`src/rtl/trdb_pkg.sv`:
```
// Shared packet widths and arbiter state encoding for the trace debugger packet path.
package trdb_pkg;

  localparam int unsigned PACKET_LEN        = 64;
  localparam int unsigned PACKET_HEADER_LEN = 7;

  typedef enum logic {
    ARB_IDLE = 1'b0,
    ARB_BUSY = 1'b1
  } arb_state_e;

endpackage

```
`src/rtl/trdb_rr_select.sv`:
```
// Combinational round-robin pick: first set request at or after ptr_i, wrapping modulo N.
module trdb_rr_select #(
  parameter int unsigned N = 2,
  parameter int unsigned W = 1
) (
  input  logic [N-1:0] req_i,
  input  logic [W-1:0] ptr_i,
  output logic [W-1:0] idx_o,
  output logic         any_o
);

  int unsigned pos;
  logic [W-1:0] pos_w;

  // The pointer is always below N, so a single subtraction is enough to wrap
  // even when N is not a power of two.
  always_comb begin
    idx_o = '0;
    any_o = 1'b0;
    pos   = 0;
    pos_w = '0;
    for (int unsigned k = 0; k < N; k++) begin
      pos = 32'(ptr_i) + k;
      if (pos >= N) pos = pos - N;
      pos_w = W'(pos);
      if (!any_o && (pos < N) && req_i[pos_w]) begin
        any_o = 1'b1;
        idx_o = pos_w;
      end
    end
  end

endmodule

```
`src/rtl/trdb_packet_arbiter.sv`:
```
// Round-robin packet arbiter in front of trdb_stream_align; one-cycle arbitration, offer held until grant_i.
// Whole packets are granted atomically; at most one packet every two cycles.
module trdb_packet_arbiter
  import trdb_pkg::*;
#(
  parameter int unsigned NUM_SRC = 2,
  parameter int unsigned CNT_W   = 16
) (
  input  logic                                 clk_i,
  input  logic                                 rst_i,
  input  logic [NUM_SRC*PACKET_LEN-1:0]        src_bits_i,
  input  logic [NUM_SRC*PACKET_HEADER_LEN-1:0] src_len_i,
  input  logic [NUM_SRC-1:0]                   src_valid_i,
  output logic [NUM_SRC-1:0]                   src_grant_o,
  input  logic [NUM_SRC-1:0]                   src_en_i,
  output logic [PACKET_LEN-1:0]                packet_bits_o,
  output logic [PACKET_HEADER_LEN-1:0]         packet_len_o,
  output logic                                 valid_o,
  input  logic                                 grant_i,
  output logic [NUM_SRC*CNT_W-1:0]             src_cnt_o,
  output logic                                 proto_err_o
);

  localparam int unsigned PTR_W = $clog2(NUM_SRC);

  arb_state_e         state_q, state_d;
  logic [PTR_W-1:0]   sel_q, sel_d;
  logic [PTR_W-1:0]   rr_ptr_q, rr_ptr_d;
  logic [PTR_W-1:0]   sel_inc;
  logic [PTR_W-1:0]   pick_idx;
  logic               pick_any;
  logic               proto_err_q, err_d;
  logic [NUM_SRC-1:0] cand;
  logic [NUM_SRC-1:0] cnt_inc;
  logic [CNT_W-1:0]   cnt_q [NUM_SRC];
  logic               busy;
  logic               sel_valid;
  logic               fire;

  assign cand      = src_valid_i & src_en_i;
  assign busy      = (state_q == ARB_BUSY);
  assign sel_valid = src_valid_i[sel_q];
  assign sel_inc   = (sel_q == PTR_W'(NUM_SRC - 1)) ? '0 : sel_q + 1'b1;

  trdb_rr_select #(
    .N (NUM_SRC),
    .W (PTR_W)
  ) u_rr_select (
    .req_i (cand),
    .ptr_i (rr_ptr_q),
    .idx_o (pick_idx),
    .any_o (pick_any)
  );

  // Outputs are forced low while reset is held so nothing leaks out of a BUSY
  // state that is about to be cleared.
  always_comb begin
    packet_bits_o = '0;
    packet_len_o  = '0;
    valid_o       = 1'b0;
    if (busy && !rst_i) begin
      packet_bits_o = src_bits_i[sel_q*PACKET_LEN +: PACKET_LEN];
      packet_len_o  = src_len_i[sel_q*PACKET_HEADER_LEN +: PACKET_HEADER_LEN];
      valid_o       = sel_valid;
    end
  end

  assign fire = valid_o & grant_i;

  always_comb begin
    src_grant_o = '0;
    if (fire) src_grant_o[sel_q] = 1'b1;
  end

  always_comb begin
    state_d  = state_q;
    sel_d    = sel_q;
    rr_ptr_d = rr_ptr_q;
    err_d    = proto_err_q;
    cnt_inc  = '0;
    case (state_q)
      ARB_IDLE: begin
        if (pick_any) begin
          sel_d   = pick_idx;
          state_d = ARB_BUSY;
        end
      end
      ARB_BUSY: begin
        // Enables are deliberately ignored here: a started packet always completes.
        if (!sel_valid) begin
          state_d = ARB_IDLE;
          err_d   = 1'b1;
        end else if (grant_i) begin
          state_d  = ARB_IDLE;
          rr_ptr_d = sel_inc;
          cnt_inc  = NUM_SRC'(1) << sel_q;
        end
      end
      default: state_d = ARB_IDLE;
    endcase
  end

  always_ff @(posedge clk_i) begin
    if (rst_i) begin
      state_q     <= ARB_IDLE;
      sel_q       <= '0;
      rr_ptr_q    <= '0;
      proto_err_q <= 1'b0;
    end else begin
      state_q     <= state_d;
      sel_q       <= sel_d;
      rr_ptr_q    <= rr_ptr_d;
      proto_err_q <= err_d;
    end
  end

  assign proto_err_o = proto_err_q;

  for (genvar i = 0; i < NUM_SRC; i++) begin : g_cnt
    always_ff @(posedge clk_i) begin
      if (rst_i) begin
        cnt_q[i] <= '0;
      end else if (cnt_inc[i] && (cnt_q[i] != {CNT_W{1'b1}})) begin
        cnt_q[i] <= cnt_q[i] + 1'b1;
      end
    end
    assign src_cnt_o[i*CNT_W +: CNT_W] = cnt_q[i];
  end

endmodule

```
`config.mk`:
```
export PLATFORM = sky130hd
export DESIGN_NAME = trdb_packet_arbiter
export DESIGN_NICKNAME = d
export VERILOG_FILES = /design/src/rtl/trdb_pkg.sv /design/src/rtl/trdb_rr_select.sv /design/src/rtl/trdb_packet_arbiter.sv
export SDC_FILE = /design/constraint.sdc
export NUM_CORES = 1
export LEC_CHECK = 0
export CAP_MARGIN = 30
export CORE_AREA = 2 2 99 101
export CTS_CLUSTER_DIAMETER = 150
export DETAILED_ROUTE_END_ITERATION = 6
export DIE_AREA = 0 0 101 103
export PLACE_DENSITY = 0.89
export SYNTH_ARGS = -nofsm -noshare
export SYNTH_HDL_FRONTEND = slang
export SYNTH_SLANG_ARGS = --single-unit
export TNS_END_PERCENT = 30
```
`constraint.sdc`:
```
create_clock -name clk_i -period 3.4 [get_ports clk_i]
set_input_delay 0.85 -clock clk_i [delete_from_list [all_inputs] [get_ports clk_i]]
set_output_delay 0.85 -clock clk_i [all_outputs]
set_load 0.05 [all_outputs]
```
==> metrics.yaml, run 1 <==
outcome: "complete, no violations"
ant_nets: 0
synth_area_leaders: "edfxtp_1 (32%), mux2i_1 (24%), nor2_1 (14%)"
synth-adder-area-share_pct: 0.8278
gp_congestion: 0.7982
yosys.area_share.simple_pct: 25.25
finalClockSkew_ns: 0.01015
num_io_pins: 256
critPathMaxFanout: 27
min_period_ns: 3.219
post-route-period-util_pct: 94.69
p_seq_share_pct: 34.9
holdCritPathClass: "reg -> reg"
start_util_pct: 31.96
power_switching_uw: 522.4
crit_arrival_ns: 2.37
grt_remaining_overflow: 0
path_clk_slew_ns: 0.07
synth_top_area_share_pct: 31.79
synthesis.instances: 352
post_cts_buffers: 0
synth_warnings: 0
utilization_pct: 68.99
met3_length_um: 1180
routedWlPerCell_um: 19.19
cts_buffer_depth: 2
dpl-instance-area_um2: 6430
hold_viol: 0
synthXorXnorAreaFrac_pct: 6.954
clockPowerShare_pct: 20.6
hold_depth: 2
synth_top_family_by_area: "simple AND/OR/NAND/NOR gates"
max_freq_mhz: 310.6
highest_layer: "met5"
ys_seq_elements: 36
cts-root-buf: "clkbuf_8"
synth_cell_types: 37
multi_input_area_um2: 1832
grt_pass1_vias: 3745
leakagePower_uw: 0.002331
yosysSeqAreaShare_pct: 34.44
synthMuxAreaShare_pct: 23.51
drt_iter0_drc: 121
core_um2: 9459
firstDrtPassIters: 5
num_rows: 36
wl_met2_um: 7225
dr_total_vias: 3638
slew_headroom_pct: 54.02
drive_above_1_share_pct: 16.17
postLayoutCellArea_um2: 6526
worstRegToRegCells: 5
crit_path_end_kind: "output port"
avgViaCountPerCell: 5.088
grt_setup_unrepaired: "false"
drt-met1-wl_um: 4892
crit_type: "in -> out"
synth_top_area_cell: "edfxtp_1"
die_area_um2: 10400
cap_violations: 0
drc_errors: 0
fin_setup_tns_ns: 0
slew_viol_final: 0
cts_num_sinks: 36
htreeDepth: 2
synth_fp_nets: 503
fp.dieW_um: 101
io_buffers: 255
combPwrFrac_pct: 44.4
ir_drop_v: 0.0001796
cts_resized: 0
setup_violations: 0
grt_max_degree: 45
cp-start-kind: "input port"
worstPathRequired_ns: 2.55
syn-cell-area_um2: 3023
synth-compound-area-share_pct: 3.974
grt_pass1_wl_um: 19640
synthFlopType: "edfxtp_1"
die_h_um: 103
power.density_nw_per_um2: 237.1
avgSynthCellArea_um2: 8.588
track_usage_pct: 24.66
tightest_slew_ns: 0.6896
areaGrowthSynthToFinish_pct: 115.9
postCtsHoldBufs: 0
hpwl_um: 11460
yosysMostFrequentCell: "nor2_1"
yosys-top-cells-count: "nor2_1 (110), mux2i_1 (71), edfxtp_1 (32), xnor2_1 (21), nand3_1 (15)"
wl_um: 13720
clk-insertion-delay-late_ns: 0.29
cts_inserted_buffers: 5
antenna_found_initial: 1
filler_cell_count: 691
p_int_uw: 1025
ff_latch_area_um2: 1045
cts_tree: "done"
synth_edf_count: 32
nets: 750
async_flop_share_pct: 0
sw_frac_of_total_pct: 33.76
power groups by stage:
stage	clock [uW]	combinational (uW)	sequential [uW]
5_1_grt	340	719	544
2_1_floorplan	0	254	592
3_3_place_gp	0	677	548
3_5_place_dp	0	686	550
4_1_cts	320	690	541
6_report	319	688	541
kinds of logic (layout without fill, tap and decap cells):
kind of cell | after synthesis | after routing
compound gates | 18 | 18
other cells | 0 | 1
fa+ha+maj | 2 | 2
buf+inv | 33 | 281
xor+xnor | 24 | 24
flops | 36 | 36
simple gates | 168 | 168
mux | 71 | 71
cells in the final DEF (no fill, tap or decap), drive strengths merged, types with 3 or more instances in the layout:
master	count
a21oi	5
buf	80
clkbuf	7
clkdlybuf4s50	181
dfxtp	4
edfxtp	32
inv	10
mux2i	71
nand2	11
nand3	16
nand4	7
nor2	110
nor3	8
nor4	6
o21ai	3
xnor2	21
xor2	3
metal layers:
layer	track usage, %	vias to the layer above
met2	43.95	176
met3	9.492	28
met1	26.75	1710
li1	-	1722
met4	8.940	2
met5	0	-
state kept, by name (all words and copies together) (netlist names):
signal	cells
busy	1
cnt_q	32
proto_err_o	1
rr_ptr_q	1
sel_q	1
layout make-up:
class / count / share of cell area (%)
Tap cell: 114 / 2.186
Antenna cell: 1 / 0.03834
Clock inverter: 1 / 0.1150
Inverter: 12 / 0.9202
Sequential cell: 36 / 16.01
Timing Repair Buffer: 261 / 51.34
Multi-Input combinational cell: 283 / 28.07
Clock buffer: 7 / 1.323
worst max-delay path: stages:
cell	delay (ns)
clkdlybuf4s50_1	0.53
nand2b_2	0.29
buf_4	0.25
nor2_1	0.26
buf_12	0.18
worst paths after layout:
path	start	to	slack [ns]
worst max-delay path	rst_i	packet_bits_o[38]	0.18
worst min-delay path	proto_err_o	proto_err_o	0.51
worst max register to register	cnt_q[1][0]	cnt_q[1][7]	1.15
worst min register to register	proto_err_o	proto_err_o	0.51
through the flow:
step | power (uW) | worst slack [ns] | instances | hold slack, ns
finish | 1547 | 0.1807 | 715 | 0.5075
global route | 1602 | 0.1167 | 714 | 0.5600
CTS | 1551 | 0.1758 | 714 | 0.5080
detailed placement | 1237 | 0.1966 | 706 | 0.4926
global placement | 1224 | 0.2246 | 706 | 0.4867
floorplan | 846.2 | 0.5277 | 352 | 0.4718
(Power assumes the default switching activity.)
==> run 2, diff against run 1 <==
--- a/config.mk
+++ b/config.mk
@@ -11,7 +11,9 @@
 export DETAILED_ROUTE_END_ITERATION = 6
 export DIE_AREA = 0 0 101 103
 export PLACE_DENSITY = 0.89
+export RECOVER_POWER = 25
 export SYNTH_ARGS = -nofsm -noshare
 export SYNTH_HDL_FRONTEND = slang
+export SYNTH_HIERARCHICAL = 1
 export SYNTH_SLANG_ARGS = --single-unit
 export TNS_END_PERCENT = 30
==> run 2 against run 1 <==
Net effect: synthesized area about the same; critical path type unchanged; die area unchanged; final cell count down 0.70%; clock power shrank 11%; first-iteration DRC count shrank 25%; combinational power is 7.7% lower; largest power group unchanged; largest cell class unchanged; fmax up 1.8%.
==> metrics.yaml, run 2 <==
post_cts_buffers: 0  # unchanged
core_um2: 9459  # unchanged
synth_warnings: 6  # +6
path_clk_slew_ns: 0.06  # about the same
start_util_pct: 31.94  # about the same
met3_length_um: 1084  # -8.1%
holdCritPathClass: "reg -> reg"
num_io_pins: 256  # unchanged
slew_viol_final: 0  # unchanged
grt_pass1_wl_um: 19110  # -2.7%
max_freq_mhz: 316.3  # +1.8%
power.density_nw_per_um2: 223.4  # -5.8%
drt_iter0_drc: 91  # -25%
dr_total_vias: 3592  # -1.3%
crit_path_start: "rst_i"
gp_congestion: 0.8687  # +8.8%
rr_endpoint: "cnt_q[1][14]"
syn-cell-area_um2: 3022  # about the same
ant_nets: 0  # unchanged
cts_resized: 0  # unchanged
p_int_uw: 975.9  # -4.8%
grt_setup_unrepaired: "false"
grt_remaining_overflow: 0  # unchanged
avgViaCountPerCell: 5.059  # -0.57%
yosysSeqAreaShare_pct: 34.45  # about the same
synth_cell_types: 38  # +2.7%
avgSynthCellArea_um2: 8.658  # +0.82%
combPwrFrac_pct: 43.7  # -0.7 points
utilization_pct: 68.73  # -0.26 points
fp.dieW_um: 101  # unchanged
drive_above_1_share_pct: 15.27  # -0.90 points
reg2reg_slack_ns: 1.12  # -0.03 ns
cap_violations: 0  # unchanged
wl_met2_um: 6830  # -5.5%
crit_type: "in -> out"
final_cell_mix: "clkdlybuf4s50_1 (179), nor2_1 (108), buf_12 (77), mux2i_1 (71), edfxtp_1 (32)"
instances_no_fill: 710  # -0.70%
htreeDepth: 2  # unchanged
setup_violations: 0  # unchanged
worstSetupEndpoint: "packet_bits_o[12]"
yosysMostFrequentCell: "nor2_1"
hpwl_um: 11060  # -3.5%
worstRegToRegCells: 5  # unchanged
synth_edf_count: 32  # unchanged
io_buffers: 255  # unchanged
min_period_ns: 3.162  # -0.05764 ns
die_area_um2: 10400  # unchanged
cts_tree: "done"
highest_layer: "met4"
cts_buffer_depth: 2  # unchanged
drt-met1-wl_um: 5174  # +5.8%
cts-root-buf: "clkbuf_8"
cp.depth: 6  # +1
setup_ws_ns: 0.2383  # +0.05764 ns
yosys-top-cells-count: "nor2_1 (108), mux2i_1 (71), edfxtp_1 (32), xnor2_1 (19)"
nets: 746  # -0.53%
cts_num_sinks: 36  # unchanged
clk-insertion-delay-late_ns: 0.29  # about the same
final_common_cell: "clkdlybuf4s50_1"
async_flop_share_pct: 0  # unchanged
synthXorXnorAreaFrac_pct: 7.246  # +0.29 points
drc_errors: 0  # unchanged
areaGrowthSynthToFinish_pct: 115.2
synth_fp_nets: 500  # -0.60%
synth_top_area_share_pct: 31.80  # about the same
total_power_uw: 1452  # -6.1%
path_cells: "clkdlybuf4s50_1 > nand2b_2 > buf_12 > buf_4 > nor2_1 > buf_12"
sw_frac_of_total_pct: 32.81  # -0.95 points
die_h_um: 103  # unchanged
largest_reg_flops: 32  # unchanged
wl_um: 13310  # -3.0%
synth_top_area_cell: "edfxtp_1"
num_rows: 36  # unchanged
yosys.area_share.simple_pct: 26.83  # +1.6 points
finalClockSkew_ns: 0.006227  # -0.003923 ns
critPathMaxFanout: 67  # +150%
routedWlPerCell_um: 18.75  # -2.3%
synth-compound-area-share_pct: 3.188  # -0.79 points
cp_top_family: "buffers and inverters"
crit_slowest_cell: "clkdlybuf4s50_1"
cts_inserted_buffers: 5  # unchanged
crit_path_end_kind: "output port"
synthFlopType: "edfxtp_1"
largest-register: "cnt_q"
ir_drop_v: 0.0001708  # -4.9%
outcome: "complete, no violations"
grt_max_degree: 68  # +51%
place_inst: 702  # -0.57%
crit_arrival_ns: 2.31  # -0.06 ns
antenna_found_initial: 0  # -1
power_switching_uw: 476.5  # -8.8%
synth_top_family_by_area: "simple AND/OR/NAND/NOR gates"
track_usage_pct: 23.90  # -0.76 points
slew_headroom_pct: 55.76  # +1.7 points
fin_setup_tns_ns: 0  # unchanged
r2r-start: "cnt_q[1][0]"
synthMuxAreaShare_pct: 23.52  # about the same
cp-start-kind: "input port"
ys_seq_elements: 36  # unchanged
grt_pass1_vias: 3615  # -3.5%
crit_top_cell: "buf_12"
synth_area_leaders: "edfxtp_1 (32%), mux2i_1 (24%), nor2_1 (13%)"
crit_buf_inv: 4  # +1
n_antenna_cell: 0  # -1
postCtsHoldBufs: 0  # unchanged
firstDrtPassIters: 4  # -1
leakagePower_uw: 0.002250  # -3.4%
hold_viol: 0  # unchanged
synthesis.instances: 349  # -0.85%
post-route-period-util_pct: 92.99  # -1.7 points
crit_path_max_incr_delay_ns: 0.44  # -0.09 ns
clockPowerShare_pct: 19.6  # -1.0 points
tightest_slew_ns: 0.6637  # -0.02598 ns
synth-adder-area-share_pct: 0.8282  # about the same
place_ws_ns: 0.2422  # +0.04564 ns
p_seq_share_pct: 36.7  # +1.8 points
worstPathRequired_ns: 2.55  # about the same
-- run 2: how the worst min path moves through the flow --
| stage | start | endpoint | slack (ns) | cells past startpoint |
|---|---|---|---|---|
| after floorplan | rr_ptr_q | rr_ptr_q | 0.48 | 2 |
| after global placement | proto_err_o | proto_err_o | 0.46 | 2 |
| after detailed placement | proto_err_o | proto_err_o | 0.47 | 2 |
| after CTS | proto_err_o | proto_err_o | 0.50 | 2 |
| after global routing | proto_err_o | proto_err_o | 0.54 | 2 |
| final | proto_err_o | proto_err_o | 0.49 | 2 |
-- run 2: worst reg2reg max path: stages (launching register included) --
cell and delay [ns]:
edfxtp_1 0.45, ha_1 0.30, nand4_4 0.16, or4_4 0.58
nand2_1 0.41, nor2_1 0.12
-- run 2: cell families after synthesis --
family	count (synthesis)
AOI/OAI and AO/OA	16
xor gates and xnor gates	25
adders and majority gates	2
buffers and inverters	25
DFF	36
muxes	71
and+or+nand+nor	174
-- run 2: area by class of cell --
cell class	count	area (um2)
Clock inverter	1	3.754
Fill cell	685	2958
Tap cell	114	142.6
Timing Repair Buffer	260	3364
Multi-Input combinational cell	288	1854
Sequential cell	36	1045
Inverter	4	15.01
Clock buffer	7	76.32
-- run 2: power groups by stage --
stage	sequential (uW)	clock, uW	combinational, uW
after CTS	532	289	639
after floorplan	588	0	217
after detailed placement	542	0	635
after global routing	537	306	664
after global placement	540	0	627
final	533	284	635
-- run 2: stage by stage --
step / cell area (um2) / hold WS [ns]
after global routing: 6501 / 0.5440
after CTS: 6515 / 0.5024
after detailed placement: 6435 / 0.4705
after floorplan: 3022 / 0.4771
after global placement: 6435 / 0.4602
final: 6501 / 0.4886
-- run 2: layer usage --
layer  vias up  GRT usage [%]
li1       1713              -
met1      1694          29.18
met2       167          41.90
met3        18          7.051
met4         0          5.198
met5         -              0
==> run 3, diff against run 2 <==
--- a/config.mk
+++ b/config.mk
@@ -10,7 +10,8 @@
 export CTS_CLUSTER_DIAMETER = 150
 export DETAILED_ROUTE_END_ITERATION = 6
 export DIE_AREA = 0 0 101 103
-export PLACE_DENSITY = 0.89
+export DONT_BUFFER_PORTS = 1
+export PLACE_DENSITY = 0.53
 export RECOVER_POWER = 25
 export SYNTH_ARGS = -nofsm -noshare
 export SYNTH_HDL_FRONTEND = slang
==> run 3 against run 2 <==
Net effect: final cell count fell by 24%; critical endpoint is now cnt_q[1][11]; routed wire length fell by 26%; hold slack improved by 0.031 ns; critical path depth did not move; combinational power fell by 51%; clock skew rose by 0.0011 ns; core utilization fell by 29 points; largest power group is now registers.
==> metrics.yaml, run 3 (synthesized netlist as in run 2, its figures left out) <==
outcome: "complete, no violations"
ir_drop_v: 0.0001905  # +12%
post-route-period-util_pct: 85.11  # -7.9 points
die_h_um: 103  # unchanged
drt_iter0_drc: 57  # -37%
crit_path_max_incr_delay_ns: 0.65  # +0.21 ns
final_cell_mix: "nor2_1 (108), buf_4 (76), mux2i_1 (71), edfxtp_1 (32), xnor2_1 (19)"
cap_violations: 0  # unchanged
postLayoutCellArea_um2: 3777  # -42%
crit_path_end_kind: "flip-flop"
cts_num_sinks: 36  # unchanged
crit_slowest_cell: "or4_1"
drive_above_1_share_pct: 22.07  # +6.8 points
grt_max_degree: 51  # -25%
die_area_um2: 10400  # unchanged
track_usage_pct: 16.78  # -7.1 points
holdCritPathClass: "reg -> reg"
instances_no_fill: 540  # -24%
antenna_found_initial: 2  # +2
worstPathRequired_ns: 3.42  # +0.87 ns
power_switching_uw: 418.4  # -12%
filler_cell_count: 966  # +41%
p_seq_share_pct: 48.4  # +12 points
path_cells: "clkbuf_1 > ha_1 > nand4_4 > or4_1 > nand2_1 > nor2_1"
finalClockSkew_ns: 0.007330  # +0.001103 ns
grt_pass1_vias: 2491  # -31%
post_cts_buffers: 0  # unchanged
crit_arrival_ns: 2.91  # +0.60 ns
cts-root-buf: "clkbuf_8"
place_inst: 532  # -24%
setup_violations: 0  # unchanged
path_clk_slew_ns: 0.07  # about the same
avgViaCountPerCell: 5.141  # +1.6%
slew_viol_final: 0  # unchanged
largest_reg_flops: 32  # unchanged
p_int_uw: 736.9  # -24%
max_freq_mhz: 345.6  # +9.3%
n_antenna_cell: 0  # unchanged
htreeDepth: 2  # unchanged
firstDrtPassIters: 4  # unchanged
dr_total_vias: 2776  # -23%
fin_setup_tns_ns: 0  # unchanged
power.density_nw_per_um2: 305.8  # +37%
cp-start-kind: "flip-flop"
grt_pass1_wl_um: 13570  # -29%
nets: 576  # -23%
combPwrFrac_pct: 26.6  # -17 points
cts_tree: "done"
start_util_pct: 31.94  # unchanged
total_power_uw: 1155  # -20%
utilization_pct: 39.93  # -29 points
hold_viol: 0  # unchanged
ant_nets: 0  # unchanged
drc_errors: 0  # unchanged
wl_um: 9788  # -26%
largest-register: "cnt_q"
fp.dieW_um: 101  # unchanged
grt_setup_unrepaired: "false"
gp_congestion: 0.8441  # -2.8%
slew_headroom_pct: 34.14  # -22 points
min_period_ns: 2.894  # -0.2680 ns
cts_resized: 0  # unchanged
core_um2: 9459  # unchanged
hpwl_um: 7978  # -28%
clockPowerShare_pct: 25.0  # +5.4 points
routedWlPerCell_um: 18.13  # -3.3%
dpl-instance-area_um2: 3755  # -42%
areaGrowthSynthToFinish_pct: 25.01
grt_remaining_overflow: 0  # unchanged
num_rows: 36  # unchanged
final_common_cell: "nor2_1"
cts_inserted_buffers: 5  # unchanged
leakagePower_uw: 0.001340  # -40%
sw_frac_of_total_pct: 36.21  # +3.4 points
io_buffers: 0  # -100%
critPathMaxFanout: 15  # -78%
postCtsHoldBufs: 0  # unchanged
cts_buffer_depth: 2  # unchanged
clk-insertion-delay-late_ns: 0.28  # about the same
crit_type: "reg -> reg"
num_io_pins: 256  # unchanged
tightest_slew_ns: 0.9879  # +0.3243 ns
==> run 3: changes by cell type in the layout (fill, tap and decap cells not counted), moves of 2 or more <==
cell	delta
buf_12	-76
clkinv_2	+2
clkbuf_1	+10
buf_4	+75
dlygate4sd3_1	-2
clkdlybuf4s50_1	-179
==> run 3: final timing paths <==
kind / slack (ns) / to / start / cells past startpoint
max: 0.51 / cnt_q[1][11] / cnt_q[1][0] / 6
max reg2reg: 0.51 / cnt_q[1][11] / cnt_q[1][0] / 6
min: 0.52 / rr_ptr_q / rr_ptr_q / 2
min reg2reg: 0.52 / rr_ptr_q / rr_ptr_q / 2
==> run 3: per-stage QoR <==
stage / hold WS [ns] / setup WS [ns]
after CTS: 0.5257 / 0.6768
after global routing: 0.5545 / 0.3157
after floorplan: 0.4771 / 0.5272
after global placement: 0.4938 / 0.7254
after detailed placement: 0.5082 / 0.6789
final: 0.5199 / 0.5063
==> run 3: power groups by stage <==
stage | Sequential [uW] | Clock (uW) | Combinational, uW
2_1_floorplan | 588 | 0 | 217
3_3_place_gp | 569 | 0 | 313
3_5_place_dp | 570 | 0 | 315
4_1_cts | 560 | 300 | 316
5_1_grt | 563 | 321 | 329
6_report | 559 | 289 | 308
==> run 3: worst max-delay path: cells and delay by family (launching register included) <==
kind / cells / cell delay [ns]
adder cells (fa/ha/maj): 1 / 0.38
buffers and inverters: 1 / 0.58
flip-flops: 1 / 0.32
AND/OR/NAND/NOR: 4 / 1.35
==> run 3: area by class of cell <==
cell class,count,area (um2),area share [%]
multi-input combinational,288,1853,49.06
sequential,36,1045,27.66
timing repair buffer,90,639.4,16.93
tap,114,142.6,3.776
clock buffer,5,68.82,1.822
inverter,4,15.01,0.3975
clock inverter,3,13.76,0.3644
==> run 3: routing by layer <==
metal,global-route usage [%],vias to the layer above,part of all wire (%)
met4,4.158,4,1.2
met1,20.77,1250,41
met3,5.763,14,8.9
met2,28.21,133,49
li1,-,1375,-
met5,0,-,0.28
